==> config.mk <==
export PLATFORM = sky130hd
export DESIGN_NAME = tpumac_pipe
export DESIGN_NICKNAME = d
export VERILOG_FILES = /design/src/rtl/tpumac_pipe.sv
export SDC_FILE = /design/constraint.sdc
export NUM_CORES = 1
export LEC_CHECK = 0
export BUFFER_PORTS_ARGS = -buffer_cell sky130_fd_sc_hd__buf_2
export CAP_MARGIN = 10
export CORE_ASPECT_RATIO = 1.1
export CORE_UTILIZATION = 50
export DETAILED_ROUTE_END_ITERATION = 12
export GPL_ROUTABILITY_DRIVEN = 0
export PLACE_DENSITY = 0.72
export SETUP_SLACK_MARGIN = 0.1
export SLEW_MARGIN = 30
export SYNTH_ARGS = -nofsm -noshare
export SYNTH_HDL_FRONTEND = slang
export SYNTH_SLANG_ARGS = --single-unit
==> constraint.sdc <==
create_clock -name clk -period 10 [get_ports clk]
set_input_delay 1.5 -clock clk [delete_from_list [all_inputs] [get_ports clk]]
set_output_delay 1.5 -clock clk [all_outputs]
set_load 0.1 [all_outputs]
==> src/rtl/tpumac_pipe.sv <==
// tpumac_pipe: systolic MAC processing element.
// A/B operands are forwarded to neighbouring PEs one cycle after issue.
// Each issued op travels through MUL_STAGES-1 product registers and then
// retires into the accumulator. A retiring op either loads Cin or adds A*B.
// Signed/unsigned operation, wrap or saturation, a sticky overflow flag and
// an in-flight indicator are all selected by parameters.
module tpumac_pipe #(
  parameter int DATA_W     = 8,
  parameter int ACC_W      = 16,
  parameter int MUL_STAGES = 1,
  parameter int SIGNED     = 1,
  parameter int SATURATE   = 0
) (
  input  logic              clk,
  input  logic              rst,
  input  logic              en,
  input  logic              WrEn,
  input  logic [DATA_W-1:0] Ain,
  input  logic [DATA_W-1:0] Bin,
  input  logic [ACC_W-1:0]  Cin,
  output logic [DATA_W-1:0] Aout,
  output logic [DATA_W-1:0] Bout,
  output logic [ACC_W-1:0]  Cout,
  output logic              ovf,
  output logic              busy
);

  localparam int PW = 2 * DATA_W;

  localparam logic [ACC_W-1:0] SMAX = {1'b0, {(ACC_W-1){1'b1}}};
  localparam logic [ACC_W-1:0] SMIN = {1'b1, {(ACC_W-1){1'b0}}};
  localparam logic [ACC_W-1:0] UMAX = {ACC_W{1'b1}};

  // Returns {overflow, wrapped sum}. Signed overflow means both addends have
  // the same sign and the sum has the other sign. Unsigned overflow is the
  // carry out of the top bit.
  function automatic logic [ACC_W:0] add_ovf(input logic [ACC_W-1:0] a,
                                             input logic [ACC_W-1:0] b);
    logic [ACC_W:0] s;
    logic           o;
    s = {1'b0, a} + {1'b0, b};
    if (SIGNED != 0)
      o = (a[ACC_W-1] == b[ACC_W-1]) && (s[ACC_W-1] != a[ACC_W-1]);
    else
      o = s[ACC_W];
    return {o, s[ACC_W-1:0]};
  endfunction

  // Clamps an overflowed sum. In signed mode the direction follows the sign
  // shared by both addends, which is the sign of the old accumulator.
  function automatic logic [ACC_W-1:0] saturate(input logic [ACC_W-1:0] sum,
                                                input logic             o,
                                                input logic             neg);
    logic [ACC_W-1:0] r;
    r = sum;
    if ((SATURATE != 0) && o) begin
      if (SIGNED != 0)
        r = neg ? SMIN : SMAX;
      else
        r = UMAX;
    end
    return r;
  endfunction

  // ---- stage p0: product of the operands presented at issue ----
  logic [ACC_W-1:0] prod_p0;

  generate
    if (SIGNED != 0) begin : g_smul
      logic signed [PW-1:0] a_s, b_s, p_s;
      assign a_s     = PW'($signed(Ain));
      assign b_s     = PW'($signed(Bin));
      assign p_s     = a_s * b_s;
      assign prod_p0 = ACC_W'(p_s);
    end else begin : g_umul
      logic [PW-1:0] p_u;
      assign p_u     = PW'(Ain) * PW'(Bin);
      assign prod_p0 = ACC_W'(p_u);
    end
  endgenerate

  // ---- stages p1..pN: product registers feeding the accumulator ----
  logic             vld_pn;
  logic             wr_pn;
  logic [ACC_W-1:0] cin_pn;
  logic [ACC_W-1:0] prod_pn;

  generate
    if (MUL_STAGES > 1) begin : g_pipe
      localparam int RS = MUL_STAGES - 1;
      logic [RS-1:0]    vld_p1;
      logic             wr_p1   [RS];
      logic [ACC_W-1:0] cin_p1  [RS];
      logic [ACC_W-1:0] prod_p1 [RS];

      // Valid bits shift every cycle. Reset discards every in-flight op.
      always_ff @(posedge clk) begin
        if (rst) begin
          vld_p1 <= '0;
        end else begin
          vld_p1[0] <= en;
          for (int i = 1; i < RS; i++) vld_p1[i] <= vld_p1[i-1];
        end
      end

      // Op payload shifts alongside its valid bit. It is ignored when not valid.
      always_ff @(posedge clk) begin
        wr_p1[0]   <= WrEn;
        cin_p1[0]  <= Cin;
        prod_p1[0] <= prod_p0;
        for (int i = 1; i < RS; i++) begin
          wr_p1[i]   <= wr_p1[i-1];
          cin_p1[i]  <= cin_p1[i-1];
          prod_p1[i] <= prod_p1[i-1];
        end
      end

      assign vld_pn  = vld_p1[RS-1];
      assign wr_pn   = wr_p1[RS-1];
      assign cin_pn  = cin_p1[RS-1];
      assign prod_pn = prod_p1[RS-1];
      assign busy    = |vld_p1;
    end else begin : g_direct
      assign vld_pn  = en;
      assign wr_pn   = WrEn;
      assign cin_pn  = Cin;
      assign prod_pn = prod_p0;
      assign busy    = 1'b0;
    end
  endgenerate

  // ---- accumulator stage ----
  logic [ACC_W-1:0] sum_add;
  logic             ovf_add;
  logic [ACC_W-1:0] acc_next;

  // Next accumulator value for a retiring accumulate op.
  always_comb begin
    {ovf_add, sum_add} = add_ovf(Cout, prod_pn);
    acc_next           = saturate(sum_add, ovf_add, Cout[ACC_W-1]);
  end

  // Operand forwarding to the neighbouring PEs, one cycle after issue.
  always_ff @(posedge clk) begin
    if (rst) begin
      Aout <= '0;
      Bout <= '0;
    end else if (en) begin
      Aout <= Ain;
      Bout <= Bin;
    end
  end

  // Accumulator and sticky overflow. They change only when an op retires.
  always_ff @(posedge clk) begin
    if (rst) begin
      Cout <= '0;
      ovf  <= 1'b0;
    end else if (vld_pn) begin
      if (wr_pn) begin
        Cout <= cin_pn;
        ovf  <= 1'b0;
      end else begin
        Cout <= acc_next;
        if (ovf_add) ovf <= 1'b1;
      end
    end
  end

endmodule

After elaboration in Yosys (flattened, before gate mapping) --
Cells that the tools add are included.
Operators by class: add/sub/neg operators 1, multipliers 1, divide/modulo/power cells 0, magnitude comparators 0, equal/unequal tests 2, shift-type cells 0, muxes and demuxes 3, bitwise operators 0, reduce and logical (&&, ||, !) cells 3
Operators with widths (count):
- $add A16 B16 Y16 | 1
- $mul A8 B8 Y16 | 1
- $mux W16 | 1
- $mux W1 | 2
- $reduce_and A2 Y1 | 1
- $reduce_bool A2 Y1 | 1
- $eq A1 B1 Y1 | 1
- $logic_and A1 B1 Y1 | 1
- $ne A1 B1 Y1 | 1
Word-level totals: bits in registers 33, bits in latches 0, bits in writable memories 0, ROM bits 0, output and inout bits 34, logic and storage cells 14, memories 0

Logic depth before layout (Yosys ltp) --
Gate-level depths: netlist of the first run.
depth in word-level cells 6, depth in mapped cells 26

Worst setup path after synthesis of the first run --
No wires, ideal clock.
kind input port to flip-flop, start point in Ain[7], end point reg Cout[15], library setup time 130 ps, data arrival time 6433 ps, setup slack 3437 ps, cell stages on the path 25, cells stage by stage clkbuf_1 > and2_1 > fa_1 > inv_1 > fa_1 > inv_1 > fa_1 > inv_1 > fa_1 > inv_1 > ha_1 > a21o_1 > a21oi_2 > nand2_1 > and2_1 > o21a_1 > nor2_1 > xnor2_1 > ha_1 > nand4_1 > or2_2 > o21a_2 > nand2b_1 > mux2i_1 > nor3_2
Between the ends: longest elaborated chain between the ends 3
RTL lines:
- start, declared | RTL line 18 | input logic [DATA_W-1:0] Ain,
- $mul A8 B8 Y16 | RTL line 73 | assign p_s = a_s * b_s;
- $add A16 B16 Y16 | RTL line 41 | s = {1'b0, a} + {1'b0, b};
- $mux W16 | RTL line 160 | if (wr_pn) begin
- end signal, assigned | RTL line 161 | Cout <= cin_pn;
- end signal, assigned | RTL line 164 | Cout <= acc_next;
- end, declared | RTL line 23 | output logic [ACC_W-1:0] Cout,
Every way passes these cells. A chain may end at the register's enable or synchronous reset.

Worst setup path in the final report of the first run --
Same ends and word-level chain as after synthesis.

==> out/results.tsv, run 1 <==
metric	value	unit
drc	0	
cts_buffers	5	
irDropWorstVdd	353	µV
io_pins	70	
dp_hpwl	8.15	mm
rsz0062_at_grt	false	
critPathLaunchType	input pin	
layout_commonest_cell	inv_1	
drive_gt1_share	14.9	%
grt_pass1_wl	17.2	mm
p_leak	2.60	nW
finalCritPeriodShare	66.4	%
cpMaxStageDelayCell	fa_1	
syn-num-nets	653	
row_count	36	
rr_endpoint	Cout[8]$_SDFFE_PP0P_	
worstHoldStart	ovf$_SDFFE_PP0P_	
routed_wl	9.86	mm
clkTransAtPathRegs	0.07	ns
r2r-start	Cout[0]$_SDFFE_PP0P_	
cpLargestDelayFamily	adder cells	
worstPathCellList	buf_2 > nand2_1 > fa_1 > inv_1 > fa_1 > inv_1 > fa_1 > inv_1 > fa_1 > ha_1 > nor2_1 > mux2_2 > a311oi_1 > o211ai_1 > ha_1 > nand4_1 > or2_2 > o21a_2 > nand2b_1 > mux2i_1 > nor3_2	
hold_viol	0	
critPathKind	input pin to flop	
p_int	0.000825	W
cp_max_fo	9	
wire_per_inst	14.2	µm
grt_max_degree	49	
cts_tree	done	
max_cap_violations	0	
nets	715	
p_seq_share	9.7	%
slew_viol_final	0	
worst_pin_slew	0.671	ns
cts.htree.levels	2	
ys_seq_area_share	14.6	%
root_buffer	clkbuf_8	
arrival	6.79	ns
avgViaCountPerCell	5.30	
hold_ws	0.469	ns
cp_common_cell	fa_1	
hold_path_depth	2	
dr.pass1.iters	4	
postSynthCellCount	517	
layout_min_cycle_time	6.64	ns
p_sw_share	53.6	%
grt_pass1_vias	3723	
slew_headroom	55.3	%
ys_seq_elements	33	
synth_cell_types	50	
worstPathRequired	10.15	ns
core	8830	µm²
io_buffers	68	
grt-ovfl-total	0	
setup_viol	0	
die_y	102	µm
vias	3675	
synth.cell_area	4530	µm²
start_util	51.3	%
async_flop_share	0	%
fin_tns_setup	0	ns
power_density	351	nW/µm²
cts_resized	0	
worst-path-buf-inv	4	
worstHoldPathType	flop to flop	
antenna_found_initial	0	
ant_nets	0	
hold_buffers	0	
p_comb_share	83.1	%
avgSynthCellArea	8.76	µm²
layout_common_cells	inv_1 (86), buf_2 (67), fa_1 (56)	
track_usage	22.8	%
yosysWarnings	0	
status	complete, no violations	
die_w	92.7	µm
switching_power	0.000952	W
synth_edf_count	0	
post_cts.repair.setup_buffers	0	
crit_path_end_kind	flop	
design.die.area	9440	µm²
reg2reg_depth	9	
initialDrtViolationCount	120	
cts_sinks	33	
fmax	151	MHz
finalClockSkew	0.00657	ns
clk_path_buf_depth	2	
hold_end	ovf$_SDFFE_PP0P_	
area_growth	11.8	%
synth_ff_type	dfxtp_1	
ff2ff_setup_slack	7.58	ns
clock_power_share	7.2	%
n_antenna_cell	0	
insertion_delay	0.29	ns
cpPeakStageDelay	0.71	ns
## Yosys cell counts (all sizes together), types with 3 or more instances
cell type	n	share of area, %
inv	86	7.1
fa	56	25
nor2	49	4.1
ha	44	12
and2	43	5.9
nand2	35	2.9
dfxtp	33	15
mux2i	24	5.3
xnor2	21	4.5
o21ai	18	2.0
a21oi	17	2.0
clkbuf	9	0.75
o211ai	9	1.5
a21o	7	1.2
o21a	6	1.0
a211oi	5	0.94
xor2	5	0.97
buf	4	0.47
nand2b	4	0.55
nand3	4	0.44
nor2b	4	0.55
o21bai	4	0.66
nor3	3	0.44
nor3b	3	0.50
## flip-flops by register name, summed over array words and instances (netlist names)
name  count
Cout     16
Bout      8
ovf       1
Aout      8
## layout make-up
type                       instances  area, µm²
fill                             834       3770
inverter                          86        323
clock buffer                       5       68.8
clock inverter                     2       35.0
multi-input combinational        385       3490
tap                              114        143
timing repair buffer              68        343
sequential                        33        661
## cell families after synthesis
logic type | synth area share [%]
mux | 5.55
buf+inv | 8.34
compound gates | 12.9
xor+xnor | 5.44
other cells | 0.0828
flops | 14.6
simple gates | 16.2
fa+ha+maj | 36.9
## worst max path at each step
stage / cells after the start / to / start / slack, ns
2_1_floorplan: 25 / Cout[15]$_SDFFE_PP0P_ / Ain[7] / 3.44
3_3_place_gp: 25 / Cout[15]$_SDFFE_PP0P_ / Bin[2] / 3.23
3_5_place_dp: 25 / Cout[15]$_SDFFE_PP0P_ / Bin[1] / 3.08
4_1_cts: 25 / Cout[15]$_SDFFE_PP0P_ / Bin[1] / 3.38
5_1_grt: 24 / Cout[15]$_SDFFE_PP0P_ / Bin[1] / 3.09
6_report: 21 / Cout[15]$_SDFFE_PP0P_ / Ain[7] / 3.36
## per-stage QoR
| stage | worst slack (ns) | cell area [µm²] | util, % | total power [W] | instances |
|---|---|---|---|---|---|
| finish | 3.36 | 5060 | 57.3 | 0.00178 | 693 |
| floorplan | 3.44 | 4530 | - | 0.00137 | 517 |
| global route | 3.09 | 5060 | 57.3 | 0.00195 | 693 |
| detailed placement | 3.08 | 4960 | 56.1 | 0.00164 | 686 |
| global placement | 3.23 | 4960 | 56.1 | 0.00161 | 686 |
| CTS | 3.38 | 5060 | 57.3 | 0.00179 | 693 |
## power by group through the flow
stage / combinational (W) / sequential, W / clock [W]
after floorplan: 0.00105 / 0.000326 / 0
after global placement: 0.00143 / 0.000176 / 0
after detailed placement: 0.00147 / 0.000176 / 0
after CTS: 0.00148 / 0.000173 / 0.000132
after global routing: 0.00163 / 0.000176 / 0.000137
final: 0.00148 / 0.000173 / 0.000127
## routing by layer
layer  up-vias  track usage, %  part of all wire, %
met1      1779            30.2                   45
met5         -               0                    0
met3        10            2.68                  3.7
met2        85            40.3                   50
met4         0            5.21                  1.2
li1       1801               -                    -
## worst reg2reg max path, stage by stage (launching register included)
cell	delay, ns
dfxtp_1	0.33
ha_1	0.25
fa_1	0.42
a21o_1	0.17
a21oi_1	0.22
o21bai_1	0.15
a2111oi_0	0.42
nor2_1	0.10
xnor2_1	0.16
o21ai_0	0.08
(Power assumes the default switching activity.)
==> run 2: changes to the inputs <==
--- a/config.mk
+++ b/config.mk
@@ -11,7 +11,7 @@
 export CORE_UTILIZATION = 50
 export DETAILED_ROUTE_END_ITERATION = 12
 export GPL_ROUTABILITY_DRIVEN = 0
-export PLACE_DENSITY = 0.72
+export PLACE_DENSITY = 0.74
 export SETUP_SLACK_MARGIN = 0.1
 export SLEW_MARGIN = 30
 export SYNTH_ARGS = -nofsm -noshare
==> constraint.sdc (replaced) <==
create_clock -name clk -period 5.7 [get_ports clk]
set_input_delay 0.855 -clock clk [delete_from_list [all_inputs] [get_ports clk]]
set_output_delay 0.855 -clock clk [all_outputs]
set_load 0.1 [all_outputs]
==> run 2 against run 1 <==
Against the previous run:
- the run now ends with DRC left
- register-to-register slack got worse by 4.4 ns
- sequential share of layout area fell by 1.5 points
- hold slack improved by 0.012 ns
- core utilization rose by 7.7 points
- power rose by 120%
- first-iteration DRC count fell by 13%
- global-route usage rose by 1.9 points
- clock power rose by 77%
- non-clock buffer count rose by 67
- combinational power rose by 130%
- critical endpoint unchanged
- largest cell class unchanged
==> out/results.tsv, run 2 (synthesis results as in run 1) <==
metric	value	unit
status	complete, but fails checks	
violations	DRC	
rr_endpoint	Cout[8]$_SDFFE_PP0P_	
hold_buffers	0	
grt_pass1_vias	4137	
die_y	102	µm
clkTransAtPathRegs	0.08	ns
root_buffer	clkbuf_8	
slew_headroom	57.0	%
place_inst	745	
grt_pass1_wl	18.6	mm
core	8830	µm²
fmax	179	MHz
post-place-ws	-0.258	ns
area_growth	26.9	%
layoutNonFillerInstCount	760	
ant_nets	0	
layout_min_cycle_time	5.59	ns
drive_gt1_share	27.7	%
io_buffers	68	
layout_common_cells	inv_1 (80), buf_4 (69), buf_2 (60)	
r2r-start	Cout[0]$_SDFFE_PP0P_	
ff2ff_setup_slack	3.23	ns
power_density	674	nW/µm²
placed_area	5430	µm²
crit_path_end_kind	flop	
io_pins	70	
layout_commonest_cell	inv_1	
worstHoldPathType	flop to flop	
avgViaCountPerCell	5.22	
largest_register_ffs	16	
irDropWorstVdd	857	µV
setup_slack	0.107	ns
reg2reg_depth	9	
finalClockSkew	0.00208	ns
top_regs	Cout x16, Aout x8, Bout x8	
vias	3965	
worst_pin_slew	0.645	ns
routed_wl	11.0	mm
fin_tns_setup	0	ns
cpPeakStageDelay	0.55	ns
wire_per_inst	14.4	µm
dr.pass1.iters	8	
top_register	Cout	
grt_max_degree	49	
nets	782	
arrival	5.82	ns
hold_viol	0	
utilization	65.1	%
design.die.area	9440	µm²
finalCritPeriodShare	98.1	%
hold_path_depth	2	
setup_viol	0	
fin_area	5740	µm²
p_leak	2.97	nW
clk_path_buf_depth	2	
start_util	51.3	%
insertion_delay	0.30	ns
slew_viol_final	0	
worstHoldStart	ovf$_SDFFE_PP0P_	
cpMaxStageDelayCell	fa_1	
critPathLaunchType	input pin	
drc	1	
initialDrtViolationCount	104	
dp_hpwl	8.77	mm
track_usage	24.7	%
worstPathRequired	5.93	ns
rsz0062_at_grt	true	
row_count	36	
max_cap_violations	0	
cp_max_fo	6	
antenna_found_initial	0	
critPathKind	input pin to flop	
grt-ovfl-total	0	
cts_buffers	5	
cts.htree.levels	2	
die_w	92.7	µm
cts_sinks	33	
n_antenna_cell	0	
hold_end	ovf$_SDFFE_PP0P_	
cts_tree	done	
==> run 2: report_power, final <==
group / switching (W) / internal [W]
logic: 0.00174 / 0.00160
clock network: 0.0000975 / 0.000127
registers: 0.0000360 / 0.000271
==> run 2: worst max path at each step <==
| stage | endpoint | startpoint | slack, ns |
|---|---|---|---|
| 6_report | Cout[15]$_SDFFE_PP0P_ | Bin[0] | 0.11 |
| 3_5_place_dp | Cout[15]$_SDFFE_PP0P_ | Bin[1] | -0.26 |
| 4_1_cts | Cout[15]$_SDFFE_PP0P_ | Bin[1] | 0.10 |
| 5_1_grt | Cout[15]$_SDFFE_PP0P_ | Bin[0] | -0.10 |
| 3_3_place_gp | Cout[15]$_SDFFE_PP0P_ | Ain[3] | -0.17 |
| 2_1_floorplan | Cout[15]$_SDFFE_PP0P_ | Ain[3] | 0.008 |
==> run 2: repair_timing <==
action,4_1_cts,5_1_grt
buffers inserted,3,5
endpoints found under the setup margin,2,6
gates cloned,0,0
gates resized for setup,3,39
pin swaps,7,26
==> run 2: worst max-delay path: cells and delay by family <==
family          cells  cell delay, ns
xor+xnor            1            0.08
buf+inv             5            0.28
simple gates        6            0.79
compound gates      7            1.19
mux                 1            0.08
fa+ha+maj           6            2.53
==> run 2: metrics by stage <==
stage / power [W] / hold WS (ns)
after floorplan: 0.00246 / 0.898
after global placement: 0.00327 / 0.455
after detailed placement: 0.00333 / 0.465
after CTS: 0.00363 / 0.477
after global routing: 0.00423 / 0.501
final: 0.00387 / 0.481
==> run 2: final cells by class <==
type / instances / area (µm²)
Multi-Input combinational cell: 385 / 3620
Inverter: 86 / 323
Tap cell: 114 / 143
Clock inverter: 2 / 35.0
Fill cell: 783 / 3080
Sequential cell: 33 / 661
Clock buffer: 5 / 68.8
Timing Repair Buffer: 135 / 890
==> run 2: per-layer routing <==
layer | vias to the layer above | part of all wire (%) | GRT usage (%)
met1 | 1933 | 42 | 30.0
met2 | 79 | 53 | 45.4
met4 | 0 | 1.8 | 7.57
met3 | 20 | 3.7 | 3.65
met5 | - | 0 | 0
li1 | 1933 | - | -
==> run 3: changes to the inputs <==
--- a/config.mk
+++ b/config.mk
@@ -5,13 +5,14 @@
 export SDC_FILE = /design/constraint.sdc
 export NUM_CORES = 1
 export LEC_CHECK = 0
-export BUFFER_PORTS_ARGS = -buffer_cell sky130_fd_sc_hd__buf_2
 export CAP_MARGIN = 10
 export CORE_ASPECT_RATIO = 1.1
 export CORE_UTILIZATION = 50
 export DETAILED_ROUTE_END_ITERATION = 12
+export DONT_BUFFER_PORTS = 1
 export GPL_ROUTABILITY_DRIVEN = 0
-export PLACE_DENSITY = 0.74
+export GPL_TIMING_DRIVEN = 0
+export PLACE_DENSITY = 0.68
 export SETUP_SLACK_MARGIN = 0.1
 export SLEW_MARGIN = 30
 export SYNTH_ARGS = -nofsm -noshare
==> run 3 against run 2 <==
Against the previous run:
- the run now ends clean
- non-clock buffer count shrank 111
- setup slack improved by 0.12 ns
- critical path depth fell by 1
- hold slack improved by 0.24 ns
- sequential cell count stayed put
- routed wire length shrank 4.1%
- via count shrank 12%
- first-iteration DRC count grew 9.6%
- core utilization down 8.3 points
- die area is the same
- critical path type unchanged
- largest power group unchanged
==> out/results.tsv, run 3 (synthesis results as in run 1) <==
metric	value	unit
clk_path_buf_depth	2	
drc	0	
track_usage	23.6	%
irDropWorstVdd	646	µV
cpLargestDelayFamily	adder cells	
antenna_found_initial	0	
critPathKind	input pin to flop	
fin_area	5010	µm²
layout_common_cells	inv_1 (81), fa_1 (54), nor2_1 (48)	
die_y	102	µm
root_buffer	clkbuf_8	
top_regs	Cout x16, Aout x8, Bout x8	
wl_met3	562	µm
fmax	183	MHz
status	complete, no violations	
die_w	92.7	µm
crit_path_end_kind	flop	
io_pins	70	
highest_layer	met4	
io_buffers	0	
dp_hpwl	8.38	mm
grt_pass1_wl	17.5	mm
worst_pin_slew	1.04	ns
cts_sinks	33	
wire_per_inst	16.2	µm
p_leak	2.41	nW
rsz0062_at_grt	true	
layout_min_cycle_time	5.47	ns
finalCritPeriodShare	96.0	%
utilization	56.7	%
setup_viol	0	
initialDrtViolationCount	114	
routed_wl	10.5	mm
worst-path-buf-inv	5	
vias	3509	
grt_pass1_vias	3553	
cpMaxStageDelayCell	fa_1	
slew_viol_final	0	
power_density	680	nW/µm²
m1WireLength	4.54	mm
layout_commonest_cell	inv_1	
start_util	51.3	%
row_count	36	
max_cap_violations	0	
reg2reg_depth	8	
cts_tree	done	
cts.htree.levels	2	
ant_nets	0	
nets	671	
grt_max_degree	11	
hold_buffers	0	
slew_headroom	30.4	%
largest_register_ffs	16	
hold_path_depth	2	
finalClockSkew	0.00433	ns
wl_met2	5.30	mm
cp_max_fo	7	
core	8830	µm²
arrival	5.65	ns
clkTransAtPathRegs	0.08	ns
area_growth	10.6	%
path_depth	25	
drive_gt1_share	11.6	%
grt-ovfl-total	0	
insertion_delay	0.28	ns
ff2ff_setup_slack	2.60	ns
avgViaCountPerCell	5.40	
top_register	Cout	
cpPeakStageDelay	0.51	ns
n_antenna_cell	0	
worstHoldPathType	input pin to flop	
worstPathRequired	5.88	ns
design.die.area	9440	µm²
hold_viol	0	
cts_buffers	5	
critPathLaunchType	input pin	
hold_ws	0.723	ns
cp_common_cell	fa_1	
dr.pass1.iters	4	
placed_area	4720	µm²
-- run 3: cell count changes in the layout (fill, tap and decap cells not counted), moves of 2 or more --
cell / change
buf_6: -5
buf_4: -57
o21ai_1: -2
buf_2: -58
dfxtp_1: -6
dfxtp_2: +6
ha_1: -2
and2_1: +2
a21oi_2: -2
o21ai_0: +2
clkbuf_1: +9
and2_4: -2
-- run 3: repair_timing --
item | CTS | global route
resized for setup | 7 | 14
pin swaps | 3 | 17
endpoints found under the setup margin | 2 | 6
buffers inserted | 2 | 9
-- run 3: final cells by class --
type	instances	area, µm²
inverters	86	323
fillers	824	3820
repair buffers	11	82.6
clock inverters	1	30.0
flip-flops and latches	33	668
multi-input cells	385	3600
clock buffers	7	86.3
well taps	114	143
plain buffers	13	71.3
-- run 3: final timing paths --
path | start | to
hold reg to reg | Cout[1]$_SDFFE_PP0P_ | Cout[1]$_SDFFE_PP0P_
setup / recovery | Ain[7] | ovf$_SDFFE_PP0P_
hold / removal | Bin[1] | Bout[1]$_SDFFE_PP0P_
setup reg to reg | Cout[2]$_SDFFE_PP0P_ | Cout[13]$_SDFFE_PP0P_
-- run 3: power by group --
part / switching [W] / internal (W)
registers: 0.000312 / 0.000273
clock network: 0.0000919 / 0.000143
logic: 0.00133 / 0.00126
-- run 3: per-layer routing --
metal  up-vias  global-route usage, %
met5         -                      0
met4         0                   5.21
met3        16                   4.69
met2        76                   41.9
met1      1703                   29.9
li1       1714                      -
-- run 3: metrics by stage --
step | setup slack, ns | std cells | power (W) | TNS [ns]
floorplan | 0.00771 | 517 | 0.00246 | 0
global placement | -0.272 | 631 | 0.00282 | -0.822
detailed placement | -0.316 | 631 | 0.00286 | -0.933
CTS | 0.107 | 641 | 0.00321 | 0
global route | 0.00787 | 650 | 0.00371 | 0
finish | 0.228 | 650 | 0.00341 | 0
